File: config.mk
export PLATFORM = sky130hd
export DESIGN_NAME = nf10_axil_ipif_bridge
export DESIGN_NICKNAME = d
export VERILOG_FILES = /design/src/rtl/nf10_axil_ipif_bridge.sv
export SDC_FILE = /design/constraint.sdc
export NUM_CORES = 1
export LEC_CHECK = 0
export ABC_AREA = 1
export ABC_CLOCK_PERIOD_IN_PS = 4600
export CAP_MARGIN = 40
export CORE_UTILIZATION = 39
export DETAILED_ROUTE_END_ITERATION = 6
export PLACE_DENSITY_LB_ADDON = 0.05
export SLEW_MARGIN = 25
export SYNTH_ARGS = -nofsm -noshare
export SYNTH_HDL_FRONTEND = slang
export SYNTH_SLANG_ARGS = --single-unit
File: constraint.sdc
create_clock -name S_AXI_ACLK -period 4.6 [get_ports S_AXI_ACLK]
set_input_delay 0.69 -clock S_AXI_ACLK [delete_from_list [all_inputs] [get_ports S_AXI_ACLK]]
set_output_delay 0.69 -clock S_AXI_ACLK [all_outputs]
set_load 0.01 [all_outputs]
File: src/rtl/nf10_axil_ipif_bridge.sv
`timescale 1ns/1ps
`default_nettype none
// ============================================================================
// Module   : nf10_axil_ipif_bridge
// Purpose  : AXI4-Lite slave to single-BAR IPIF bridge. Accepts one AXI
//            transaction at a time, decodes it against the BAR window, drives
//            the Bus2IP_* strobes until the IP acknowledges, then returns the
//            AXI read or write response.
// Ports    : S_AXI_ACLK / S_AXI_ARESET   clock, async active-high reset
//            S_AXI_AW* / S_AXI_W* / S_AXI_B*   AXI4-Lite write channels
//            S_AXI_AR* / S_AXI_R*          AXI4-Lite read channels
//            Bus2IP_Addr/CS/RNW/Data/BE    IPIF request (registered)
//            IP2Bus_Data/RdAck/WrAck/Error IPIF completion
// Options  : `define NF10_AXIL_IPIF_TIMEOUT_EN to add a data-phase timeout of
//            C_DPHASE_TIMEOUT CS cycles (0 disables it). Without the macro the
//            bridge waits indefinitely for an acknowledge.
// Revision : 1.0 - initial release
// ============================================================================
module nf10_axil_ipif_bridge #(
    parameter int                              C_S_AXI_DATA_WIDTH = 32,
    parameter int                              C_S_AXI_ADDR_WIDTH = 32,
    parameter logic [C_S_AXI_ADDR_WIDTH-1:0]   C_BASEADDR         = {C_S_AXI_ADDR_WIDTH{1'b1}},
    parameter logic [C_S_AXI_ADDR_WIDTH-1:0]   C_HIGHADDR         = '0,
    parameter int                              C_DPHASE_TIMEOUT   = 16
) (
    input  logic                                S_AXI_ACLK,
    input  logic                                S_AXI_ARESET,
    input  logic [C_S_AXI_ADDR_WIDTH-1:0]       S_AXI_AWADDR,
    input  logic                                S_AXI_AWVALID,
    output logic                                S_AXI_AWREADY,
    input  logic [C_S_AXI_DATA_WIDTH-1:0]       S_AXI_WDATA,
    input  logic [C_S_AXI_DATA_WIDTH/8-1:0]     S_AXI_WSTRB,
    input  logic                                S_AXI_WVALID,
    output logic                                S_AXI_WREADY,
    output logic [1:0]                          S_AXI_BRESP,
    output logic                                S_AXI_BVALID,
    input  logic                                S_AXI_BREADY,
    input  logic [C_S_AXI_ADDR_WIDTH-1:0]       S_AXI_ARADDR,
    input  logic                                S_AXI_ARVALID,
    output logic                                S_AXI_ARREADY,
    output logic [C_S_AXI_DATA_WIDTH-1:0]       S_AXI_RDATA,
    output logic [1:0]                          S_AXI_RRESP,
    output logic                                S_AXI_RVALID,
    input  logic                                S_AXI_RREADY,
    output logic [C_S_AXI_ADDR_WIDTH-1:0]       Bus2IP_Addr,
    output logic                                Bus2IP_CS,
    output logic                                Bus2IP_RNW,
    output logic [C_S_AXI_DATA_WIDTH-1:0]       Bus2IP_Data,
    output logic [C_S_AXI_DATA_WIDTH/8-1:0]     Bus2IP_BE,
    input  logic [C_S_AXI_DATA_WIDTH-1:0]       IP2Bus_Data,
    input  logic                                IP2Bus_RdAck,
    input  logic                                IP2Bus_WrAck,
    input  logic                                IP2Bus_Error
);

    localparam int         c_sw           = C_S_AXI_DATA_WIDTH / 8;
    localparam logic [2:0] c_st_idle      = 3'd0;
    localparam logic [2:0] c_st_rd_wait   = 3'd1;
    localparam logic [2:0] c_st_wr_wait   = 3'd2;
    localparam logic [2:0] c_st_r_resp    = 3'd3;
    localparam logic [2:0] c_st_b_resp    = 3'd4;
    localparam logic [1:0] c_resp_okay    = 2'b00;
    localparam logic [1:0] c_resp_slverr  = 2'b10;
    localparam logic [1:0] c_resp_decerr  = 2'b11;

    logic [2:0]                     r_state;
    logic [2:0]                     w_state_nxt;
    logic                           r_last_wr;
    logic [C_S_AXI_ADDR_WIDTH-1:0]  r_addr;
    logic [C_S_AXI_DATA_WIDTH-1:0]  r_wdata;
    logic [c_sw-1:0]                r_be;
    logic                           r_rnw;
    logic                           r_cs;
    logic [C_S_AXI_DATA_WIDTH-1:0]  r_rdata;
    logic [1:0]                     r_rresp;
    logic [1:0]                     r_bresp;
    logic                           r_rvalid;
    logic                           r_bvalid;

    logic w_rd_cand, w_wr_cand, w_grant_rd, w_grant_wr;
    logic w_acc_rd, w_acc_wr, w_rd_ack, w_wr_ack, w_tmo;
    logic w_hit_ar, w_hit_aw;

    // A write is only a candidate once address and data are both present, so
    // a write is never split across cycles. Reset blocks any accept so READY
    // stays low while reset is asserted.
    assign w_rd_cand  = S_AXI_ARVALID && !S_AXI_ARESET;
    assign w_wr_cand  = S_AXI_AWVALID && S_AXI_WVALID && !S_AXI_ARESET;
    assign w_grant_rd = w_rd_cand && (!w_wr_cand || r_last_wr);
    assign w_grant_wr = w_wr_cand && !w_grant_rd;

    // Inclusive BAR window; base above high yields no hits at all.
    assign w_hit_ar = (S_AXI_ARADDR >= C_BASEADDR) && (S_AXI_ARADDR <= C_HIGHADDR);
    assign w_hit_aw = (S_AXI_AWADDR >= C_BASEADDR) && (S_AXI_AWADDR <= C_HIGHADDR);

`ifdef NF10_AXIL_IPIF_TIMEOUT_EN
    localparam logic [31:0] c_tmo_last = 32'(C_DPHASE_TIMEOUT) - 32'd1;
    logic [31:0] r_tcnt;

    // Counts CS-high cycles; cleared on accept, which is the cycle before CS rises.
    always_ff @(posedge S_AXI_ACLK or posedge S_AXI_ARESET) begin
        if (S_AXI_ARESET) begin
            r_tcnt <= '0;
        end else if (w_acc_rd || w_acc_wr) begin
            r_tcnt <= '0;
        end else if (r_cs) begin
            r_tcnt <= r_tcnt + 32'd1;
        end
    end

    assign w_tmo = (C_DPHASE_TIMEOUT != 0) && r_cs && (r_tcnt == c_tmo_last);
`else
    assign w_tmo = 1'b0;
`endif

    // State register
    always_ff @(posedge S_AXI_ACLK or posedge S_AXI_ARESET) begin
        if (S_AXI_ARESET) begin
            r_state <= c_st_idle;
        end else begin
            r_state <= w_state_nxt;
        end
    end

    // Next state and per-cycle control strobes
    always_comb begin
        w_state_nxt = r_state;
        w_acc_rd    = 1'b0;
        w_acc_wr    = 1'b0;
        w_rd_ack    = 1'b0;
        w_wr_ack    = 1'b0;
        case (r_state)
            c_st_idle: begin
                if (w_grant_rd) begin
                    w_acc_rd    = 1'b1;
                    w_state_nxt = w_hit_ar ? c_st_rd_wait : c_st_r_resp;
                end else if (w_grant_wr) begin
                    w_acc_wr    = 1'b1;
                    w_state_nxt = w_hit_aw ? c_st_wr_wait : c_st_b_resp;
                end
            end
            c_st_rd_wait: begin
                // An acknowledge in the expiry cycle takes precedence over the timeout.
                if (r_cs && IP2Bus_RdAck) begin
                    w_rd_ack    = 1'b1;
                    w_state_nxt = c_st_r_resp;
                end else if (w_tmo) begin
                    w_state_nxt = c_st_r_resp;
                end
            end
            c_st_wr_wait: begin
                if (r_cs && IP2Bus_WrAck) begin
                    w_wr_ack    = 1'b1;
                    w_state_nxt = c_st_b_resp;
                end else if (w_tmo) begin
                    w_state_nxt = c_st_b_resp;
                end
            end
            c_st_r_resp: begin
                if (r_rvalid && S_AXI_RREADY) begin
                    w_state_nxt = c_st_idle;
                end
            end
            c_st_b_resp: begin
                if (r_bvalid && S_AXI_BREADY) begin
                    w_state_nxt = c_st_idle;
                end
            end
            default: begin
                w_state_nxt = c_st_idle;
            end
        endcase
    end

    // Request/response datapath
    always_ff @(posedge S_AXI_ACLK or posedge S_AXI_ARESET) begin
        if (S_AXI_ARESET) begin
            r_last_wr <= 1'b1;
            r_addr    <= '0;
            r_wdata   <= '0;
            r_be      <= '0;
            r_rnw     <= 1'b1;
            r_cs      <= 1'b0;
            r_rdata   <= '0;
            r_rresp   <= c_resp_okay;
            r_bresp   <= c_resp_okay;
            r_rvalid  <= 1'b0;
            r_bvalid  <= 1'b0;
        end else begin
            if (w_acc_rd) begin
                r_last_wr <= 1'b0;
                r_addr    <= S_AXI_ARADDR;
                r_be      <= '1;
                r_rnw     <= 1'b1;
                r_cs      <= w_hit_ar;
                if (!w_hit_ar) begin
                    r_rdata <= '0;
                    r_rresp <= c_resp_decerr;
                end
            end
            if (w_acc_wr) begin
                r_last_wr <= 1'b1;
                r_addr    <= S_AXI_AWADDR;
                r_wdata   <= S_AXI_WDATA;
                r_be      <= S_AXI_WSTRB;
                r_rnw     <= 1'b0;
                r_cs      <= w_hit_aw;
                if (!w_hit_aw) begin
                    r_bresp <= c_resp_decerr;
                end
            end
            if (w_rd_ack) begin
                r_cs    <= 1'b0;
                r_rdata <= IP2Bus_Data;
                r_rresp <= IP2Bus_Error ? c_resp_slverr : c_resp_okay;
            end else if (r_state == c_st_rd_wait && w_tmo) begin
                r_cs    <= 1'b0;
                r_rdata <= '0;
                r_rresp <= c_resp_slverr;
            end
            if (w_wr_ack) begin
                r_cs    <= 1'b0;
                r_bresp <= IP2Bus_Error ? c_resp_slverr : c_resp_okay;
            end else if (r_state == c_st_wr_wait && w_tmo) begin
                r_cs    <= 1'b0;
                r_bresp <= c_resp_slverr;
            end
            // VALID rises one cycle after entering the response state, giving
            // three cycles from accept to RVALID with a zero-wait IP.
            if (r_state == c_st_r_resp && !r_rvalid) begin
                r_rvalid <= 1'b1;
            end else if (r_rvalid && S_AXI_RREADY) begin
                r_rvalid <= 1'b0;
            end
            if (r_state == c_st_b_resp && !r_bvalid) begin
                r_bvalid <= 1'b1;
            end else if (r_bvalid && S_AXI_BREADY) begin
                r_bvalid <= 1'b0;
            end
        end
    end

    assign S_AXI_ARREADY = w_acc_rd;
    assign S_AXI_AWREADY = w_acc_wr;
    assign S_AXI_WREADY  = w_acc_wr;
    assign S_AXI_RDATA   = r_rdata;
    assign S_AXI_RRESP   = r_rresp;
    assign S_AXI_RVALID  = r_rvalid;
    assign S_AXI_BRESP   = r_bresp;
    assign S_AXI_BVALID  = r_bvalid;
    assign Bus2IP_Addr   = r_addr;
    assign Bus2IP_CS     = r_cs;
    assign Bus2IP_RNW    = r_rnw;
    assign Bus2IP_Data   = r_wdata;
    assign Bus2IP_BE     = r_be;

endmodule
`default_nettype wire

# Yosys cells after proc, flatten, opt, wreduce, memory -nomap -nowiden
# Cells that the tools add are included.
# word_totals
reg_bits,112
out_inout_bits,111
input_bits,142
wordCells,100
# classes
n_eq_ne,11
n_lt_le_gt_ge,4
muxes,44
reduce_logical,29
# ops
cell,n
$mux 32,5
$ge 32x32->1 const B,2
$le 32x1->1 const B,2
$mux 1,21
$mux 3,7
$mux 2,8
$pmux 3 s5,1
$logic_and 1x1->1,13
$ne 2x2->1 const B,6
$reduce_bool 2->1,5
$mux 4,2
$eq 3x2->1 const B,2
$logic_not 1->1,5
$reduce_and 5->1,1
$reduce_and 2->1,2
$reduce_bool 4->1,1
$eq 3x1->1 const B,1
$eq 3x3->1 const B,1
$logic_not 3->1,1
$ne 3x3->1 const B,1
$logic_or 1x1->1,1

# Depth between registers and ports, before layout
# Gate-level depths: netlist (run 1).
# depth
depth_word,13
ltp_mapped,9

# Worst setup path before layout (run 1)
# No wires, ideal clock.
# synth_path
path_type,input to output
from,input S_AXI_AWVALID
to,output S_AXI_WREADY
n_path_buf,3
cell_stages,7
slack_ps,2276
arrival_ps,1634
cell_sequence,nand2_1 > o21ai_4 > nand3_2 > inv_2 > buf_6 > buf_4 > buf_4
# synth_via
elab_chain_len,10
# synth_lines
item,line_no,source
start: declaration,29,"input logic S_AXI_AWVALID,"
$logic_and 1x1->1 * (2 in a row),88,assign w_wr_cand = S_AXI_AWVALID && S_AXI_WVALID && !S_AXI_ARESET;
$logic_not 1->1,89,assign w_grant_rd = w_rd_cand && (!w_wr_cand || r_last_wr);
$logic_or 1x1->1,89,
$logic_and 1x1->1,89,
$logic_not 1->1,90,assign w_grant_wr = w_wr_cand && !w_grant_rd;
$logic_and 1x1->1,90,
$mux 1,137,end else if (w_grant_wr) begin
$mux 1 *,134,if (w_grant_rd) begin
$mux 1 *,132,case (r_state)
end: declaration,34,"output logic S_AXI_WREADY,"
# Every way passes the cells marked *; elsewhere a longest branch is shown, timed or not.

# Final worst setup path (run 1)
# layout_path
from,input S_AXI_ARESET
to,output S_AXI_ARREADY
# layout_via
elab_chain_len,7
# layout_lines
item,line_no,source
start: declaration,27,"input logic S_AXI_ARESET,"
$logic_not 1->1 (no source line) *,n/a,
$logic_and 1x1->1,88,
$logic_not 1->1,89,
$logic_or 1x1->1,89,
$logic_and 1x1->1 *,89,
$mux 1 *,134,
$mux 1 *,132,
end: declaration,40,"output logic S_AXI_ARREADY,"
# Marked as above.

==> results of run 1 <==
==> worst paths after layout <==
check	end	slack (ps)	cells after the start	from
min reg2reg	Bus2IP_RNW	460	2	Bus2IP_RNW
min in group asynchronous	Bus2IP_Addr[16]	850	2	S_AXI_ARESET
max in group asynchronous	S_AXI_RDATA[30]	2840	3	S_AXI_ARESET
max reg2reg	Bus2IP_Addr[20]	2590	8	r_state[2]
min	Bus2IP_RNW	460	2	Bus2IP_RNW
max	S_AXI_ARREADY	1230	6	S_AXI_ARESET
==> cells by family after synthesis <==
| logic type | share of synthesized area, % |
|---|---|
| compound gates | 0.458 |
| buf+inv | 4.53 |
| flops | 60.4 |
| simple gates | 34.6 |
==> stage by stage <==
stage / std cells / setup slack [ps] / area, µm² / hold WS, ps
after floorplan: 547 / 954 / 4640 / 469
after global placement: 919 / 1240 / 7230 / 454
after detailed placement: 919 / 1230 / 7230 / 455
after CTS: 935 / 1220 / 7550 / 466
after global routing: 935 / 1130 / 7550 / 497
final: 935 / 1230 / 7550 / 464
==> flip-flops by register name, summed over array words and instances, names as in the netlist <==
signal	cells
Bus2IP_BE	4
r_last_wr	1
S_AXI_RVALID	1
S_AXI_BRESP	2
Bus2IP_CS	1
S_AXI_RRESP	2
Bus2IP_Data	32
r_state	3
S_AXI_RDATA	32
Bus2IP_RNW	1
S_AXI_BVALID	1
Bus2IP_Addr	32
==> power groups by stage <==
stage,clock network (mW),logic [mW],registers (mW)
floorplan,0,0.475,1.63
global placement,0,1.45,1.48
detailed placement,0,1.46,1.50
CTS,0.847,1.47,1.48
global route,0.888,1.59,1.52
finish,0.825,1.45,1.48
==> cells in the mapped netlist <==
library cell and n:
nor2_4 2, dfrtp_1 110, buf_6 1, nand2_2 1, buf_2 15, a21oi_1 1
inv_1 10, o21ai_4 1, nand3_1 74, buf_4 7, nand3b_1 1, nand3_2 1
nand4_1 6, clkbuf_1 6, nor2_1 14, inv_2 3, nor2_2 2, nand2_1 290
dfstp_2 2
==> critical path, delay by kind of cell <==
family                 cells  cell delay (ps)
buffers and inverters      3             1450
and+or+nand+nor            2              370
AOI/OAI and AO/OA          1              150
==> placed cells by master, fill, tap and decap left out <==
| cell | count |
|---|---|
| dfrtp_1 | 110 |
| inv_1 | 9 |
| nor2_4 | 2 |
| nor2_1 | 14 |
| clkbuf_16 | 9 |
| nand3_1 | 74 |
| clkdlybuf4s50_1 | 252 |
| nand3b_1 | 1 |
| clkbuf_1 | 2 |
| clkinvlp_4 | 1 |
| nor2_2 | 2 |
| nand2_2 | 1 |
| clkinv_2 | 1 |
| clkinv_4 | 1 |
| inv_4 | 1 |
| o21ai_4 | 1 |
| dfstp_2 | 2 |
| bufinv_16 | 2 |
| buf_4 | 6 |
| nand3_2 | 1 |
| inv_2 | 3 |
| a21oi_1 | 1 |
| nand4_1 | 6 |
| nand2_1 | 290 |
==> final cells by class <==
cell class	count	area share (%)
Inverter	13	0.680
Clock inverter	5	1.08
Timing Repair Buffer	258	34.0
Multi-Input combinational cell	393	21.6
Tap cell	143	2.37
Clock buffer	11	3.08
Sequential cell	112	37.2
==> metal layers <==
layer  up-vias  routed length, µm  global-route usage (%)
met1      2015               5270                    26.9
met4         0                374                    10.4
met2       171               6640                    39.7
met5         -                  0                       0
li1       2186                  -                       -
met3        23               1300                    7.93
==> qor.txt, run 1 <==
Status -> complete, but fails checks
Failing checks -> DRC
Leak -> 3.62 nW
Vias in the first global route -> 4583
Clk Latency, worst-skew pair -> 350 ps
Sw frac -> 31.5%
# diodes -> 0
Synthesized flop and latch total -> 112
Clock transition at path regs -> 70 ps
Critical path capture point type -> output port
Syn_nets -> 689
Setup Buffers After CTS -> 0
Total GRT Usage -> 23.4%
DRT Pass-1 Iters -> 7
Clk pwr share -> 22.0%
Clock sink count -> 112
RSZ-0062 raised after global routing -> no
Post_cts resized -> 0
Final period utilization -> 73.3%
Required @ worst endpoint -> 3910 ps
PortBufs -> 252
Worst EP arrival -> 2680 ps
Die width -> 111 µm
Reg area -> 0.00281 mm²
CTS Root Cell -> clkbuf_16
Vias -> 4395
Final hold viol count -> 0
Setup TNS -> 0 ps
Antenna violations before repair -> 0
TritonCTS buffer count -> 9
Area of the multi-input gates -> 0.00163 mm²
Switch Pwr -> 1.18 mW
Layout cells sized above 1 -> 4.17%
Share of the synthesized area in the top cell type -> 59.3%
Combinational Power Share -> 38.6%
Fmax -> 297 MHz
Clk_skew -> 7.20 ps
Post-Syn Area per Cell -> 8.49 µm²
Area growth syn-to-layout -> 62.5%
CP max FO -> 35
Flop pwr share -> 39.5%
Die footprint -> 0.0123 mm²
CTS tree -> yes
Synth cell types -> 19
Global-route wire length before repair -> 22800 µm
Die height -> 111 µm
Filler cell count -> 980
Internal power -> 2.57 mW
Drt drc -> 30
Final setup fails -> 0
Max-slew violation count -> 0
Crit path time final -> 3370 ps
Routed Antenna Nets -> 0
Slowest-stage cell, CP -> clkdlybuf4s50_1
Row cnt -> 39
Post-Syn Instances -> 547
Htree depth -> 3
Gpl congestion -> 0.779
Worst path cell trace -> clkdlybuf4s50_1 -> nor2_1 -> o21ai_4 -> nor2_4 -> buf_4 -> clkdlybuf4s50_1
CP startpoint kind -> primary input
Post-Route WL -> 13600 µm
Vias per inst -> 4.70
Cell Area, Synth -> 0.00464 mm²
Core ar. -> 0.0115 mm²
Gr ovfl total -> 0
Crit path largest cell delay -> 610 ps
Yosys warning count -> 0
Pin count of the biggest net entering global routing -> 76
CP dominant cell by count -> clkdlybuf4s50_1
Dominant cell type by area after synthesis -> dfrtp_1
CTS Hold Buffers Added -> 0
Final nets -> 929
Starting Density -> 40.3%
Worst hold path class -> reg2reg
Layout Utilization -> 65.5%
Slew Limit Headroom -> 48.2%
IO Count -> 253
Maximum vdd drop -> 0.284 mV
Detailed placement HPWL -> 9630 µm
Wire per inst -> 14.5 µm
Clock Path Buffers -> 2
CP Class -> in2out
Least-Margin Pin Slew -> 776 ps
Synth area leaders -> dfrtp_1 (59%), nand2_1 (23%), nand3_1 (8.0%)
Initial detailed-routing violation count -> 267
Max-cap violations -> 0
Seq/Total Area, Yosys -> 60.4%
Total Power -> 3.76 mW
PwrDens -> 498 mW/mm²
Note: power is estimated with default switching activity, not from simulation.
==> run 2, diff against run 1 <==
Settings changed: ABC_CLOCK_PERIOD_IN_PS 4600 to 2900, CORE_UTILIZATION 39 to 35.
Clock period 4.6 ns to 2.9 ns, I/O delays scaled along.
==> run 2 against run 1 <==
Effect of this change:
- the run now ends clean
- die area is 11% higher
- sequential power increased by 59%
- count of clock-buffer cells in the layout increased by 2
- sequential share of layout area fell by 0.58 points
- critical endpoint is now S_AXI_AWREADY
- combinational power increased by 61%
==> qor.txt, run 2 (same netlist as run 1, synthesis figures left out) <==
Vias per inst -> 4.60
Final nets -> 934
Max-cap violations -> 0
CP max FO -> 7
Vias in the first global route -> 4362
RSZ-0062 raised after global routing -> no
Drt drc -> 0
Total GRT Usage -> 21.0%
DRT Pass-1 Iters -> 4
Slowest-stage cell, CP -> clkdlybuf4s50_1
Htree depth -> 3
Area growth syn-to-layout -> 65.0%
Post-Route WL -> 14300 µm
Place WS -> 294 ps
Slew Limit Headroom -> 46.7%
Final hold viol count -> 0
Layout Utilization -> 60.0%
Worst hold path class -> in2async
Leak -> 3.66 nW
Finished Layout Cells -> 969
CP dominant cell by count -> clkdlybuf4s50_1
Core ar. -> 0.0128 mm²
Worst setup margin -> 369 ps
Total Power -> 5.94 mW
Starting Density -> 36.4%
Clock transition at path regs -> 70 ps
Vias -> 4457
Clk_skew -> 5.74 ps
Most frequent cells in the layout -> nand2_1 (290), clkdlybuf4s50_1 (252), dfrtp_1 (110)
Area of the multi-input gates -> 0.00164 mm²
Die footprint -> 0.0137 mm²
Die width -> 117 µm
Least-Margin Pin Slew -> 799 ps
Worst EP arrival -> 2100 ps
Clock sink count -> 112
CTS tree -> yes
Global-route wire length before repair -> 21600 µm
Filler cell count -> 1115
Crit path time final -> 2530 ps
Layout cells sized above 1 -> 4.77%
Antenna violations before repair -> 0
Maximum vdd drop -> 0.297 mV
IO Count -> 253
PortBufs -> 252
Final period utilization -> 87.3%
CTS Root Cell -> clkbuf_16
Clock Path Buffers -> 2
Gr ovfl total -> 0
Gpl congestion -> 0.799
Commonest non-fill, non-tap cell in the layout -> nand2_1
Crit path largest cell delay -> 540 ps
Post_cts resized -> 0
Detailed placement HPWL -> 10300 µm
Required @ worst endpoint -> 2470 ps
CTS Hold Buffers Added -> 0
TritonCTS buffer count -> 9
Dpl cells -> 952
Wire per inst -> 14.7 µm
CP Class -> in2out
Initial detailed-routing violation count -> 171
Fmax -> 395 MHz
Reg area -> 0.00281 mm²
Routed Antenna Nets -> 0
Worst path cell trace -> clkdlybuf4s50_1 -> nand2_1 -> o21ai_4 -> nand3_4 -> inv_2 -> clkdlybuf4s50_1
Clk Latency, worst-skew pair -> 350 ps
Critical path capture point type -> output port
PwrDens -> 775 mW/mm²
Setup TNS -> 0 ps
Status -> finished clean
# diodes -> 0
Pin count of the biggest net entering global routing -> 76
Setup Buffers After CTS -> 0
CP startpoint kind -> primary input
Row cnt -> 41
Final setup fails -> 0
Die height -> 117 µm
Max-slew violation count -> 0
run 2: cell types whose count changed in the layout (fill, tap and decap cells not counted), sizes merged:
cell,change
buf,+5
clkbuf,+2
bufinv,-1
inv,-1
run 2: path summary, 6_finish.rpt:
path                                from             end  slack, ps  depth (start not counted)
max                        S_AXI_AWVALID   S_AXI_AWREADY        370                          6
max reg2reg                   r_state[1]    Bus2IP_BE[2]        920                          8
max in group asynchronous   S_AXI_ARESET       r_last_wr       1770                          4
min                         S_AXI_ARESET  Bus2IP_Addr[9]        410                          2
min in group S_AXI_ACLK       Bus2IP_RNW      Bus2IP_RNW        470                          2
min reg2reg                   Bus2IP_RNW      Bus2IP_RNW        470                          2
run 2: area by class of cell:
type / count / area share, %
timing repair buffer: 263 / 34.6
clock inverter: 3 / 0.522
clock buffer: 13 / 3.40
multi-input combinational: 393 / 21.4
tap: 172 / 2.81
inverter: 13 / 0.686
sequential: 112 / 36.6
run 2: layer usage:
metal	GRT usage, %	wire length, µm	up-vias
met1	24.3	5840	2055
li1	-	-	2198
met3	6.69	1220	25
met4	10.3	407	0
met2	35.3	6780	179
met5	0	0	-
run 2: metrics by stage:
step	hold slack (ps)	area, µm²
after floorplan	469	4650
after global routing	435	7660
final	415	7660
after CTS	469	7640
after detailed placement	458	7340
after global placement	451	7340
run 2: power by group:
group	switching (mW)	internal (mW)	total, mW
Combinational	1.05	1.28	2.33
Sequential	0.291	2.07	2.36
Clock	0.538	0.715	1.25
Total	1.88	4.06	5.94
run 2: critical path: cells and delay by family:
kind                   cells  cell delay, ps
buffers and inverters      3            1120
AO/OA/AOI/OAI              1             300
AND/OR/NAND/NOR            2             230
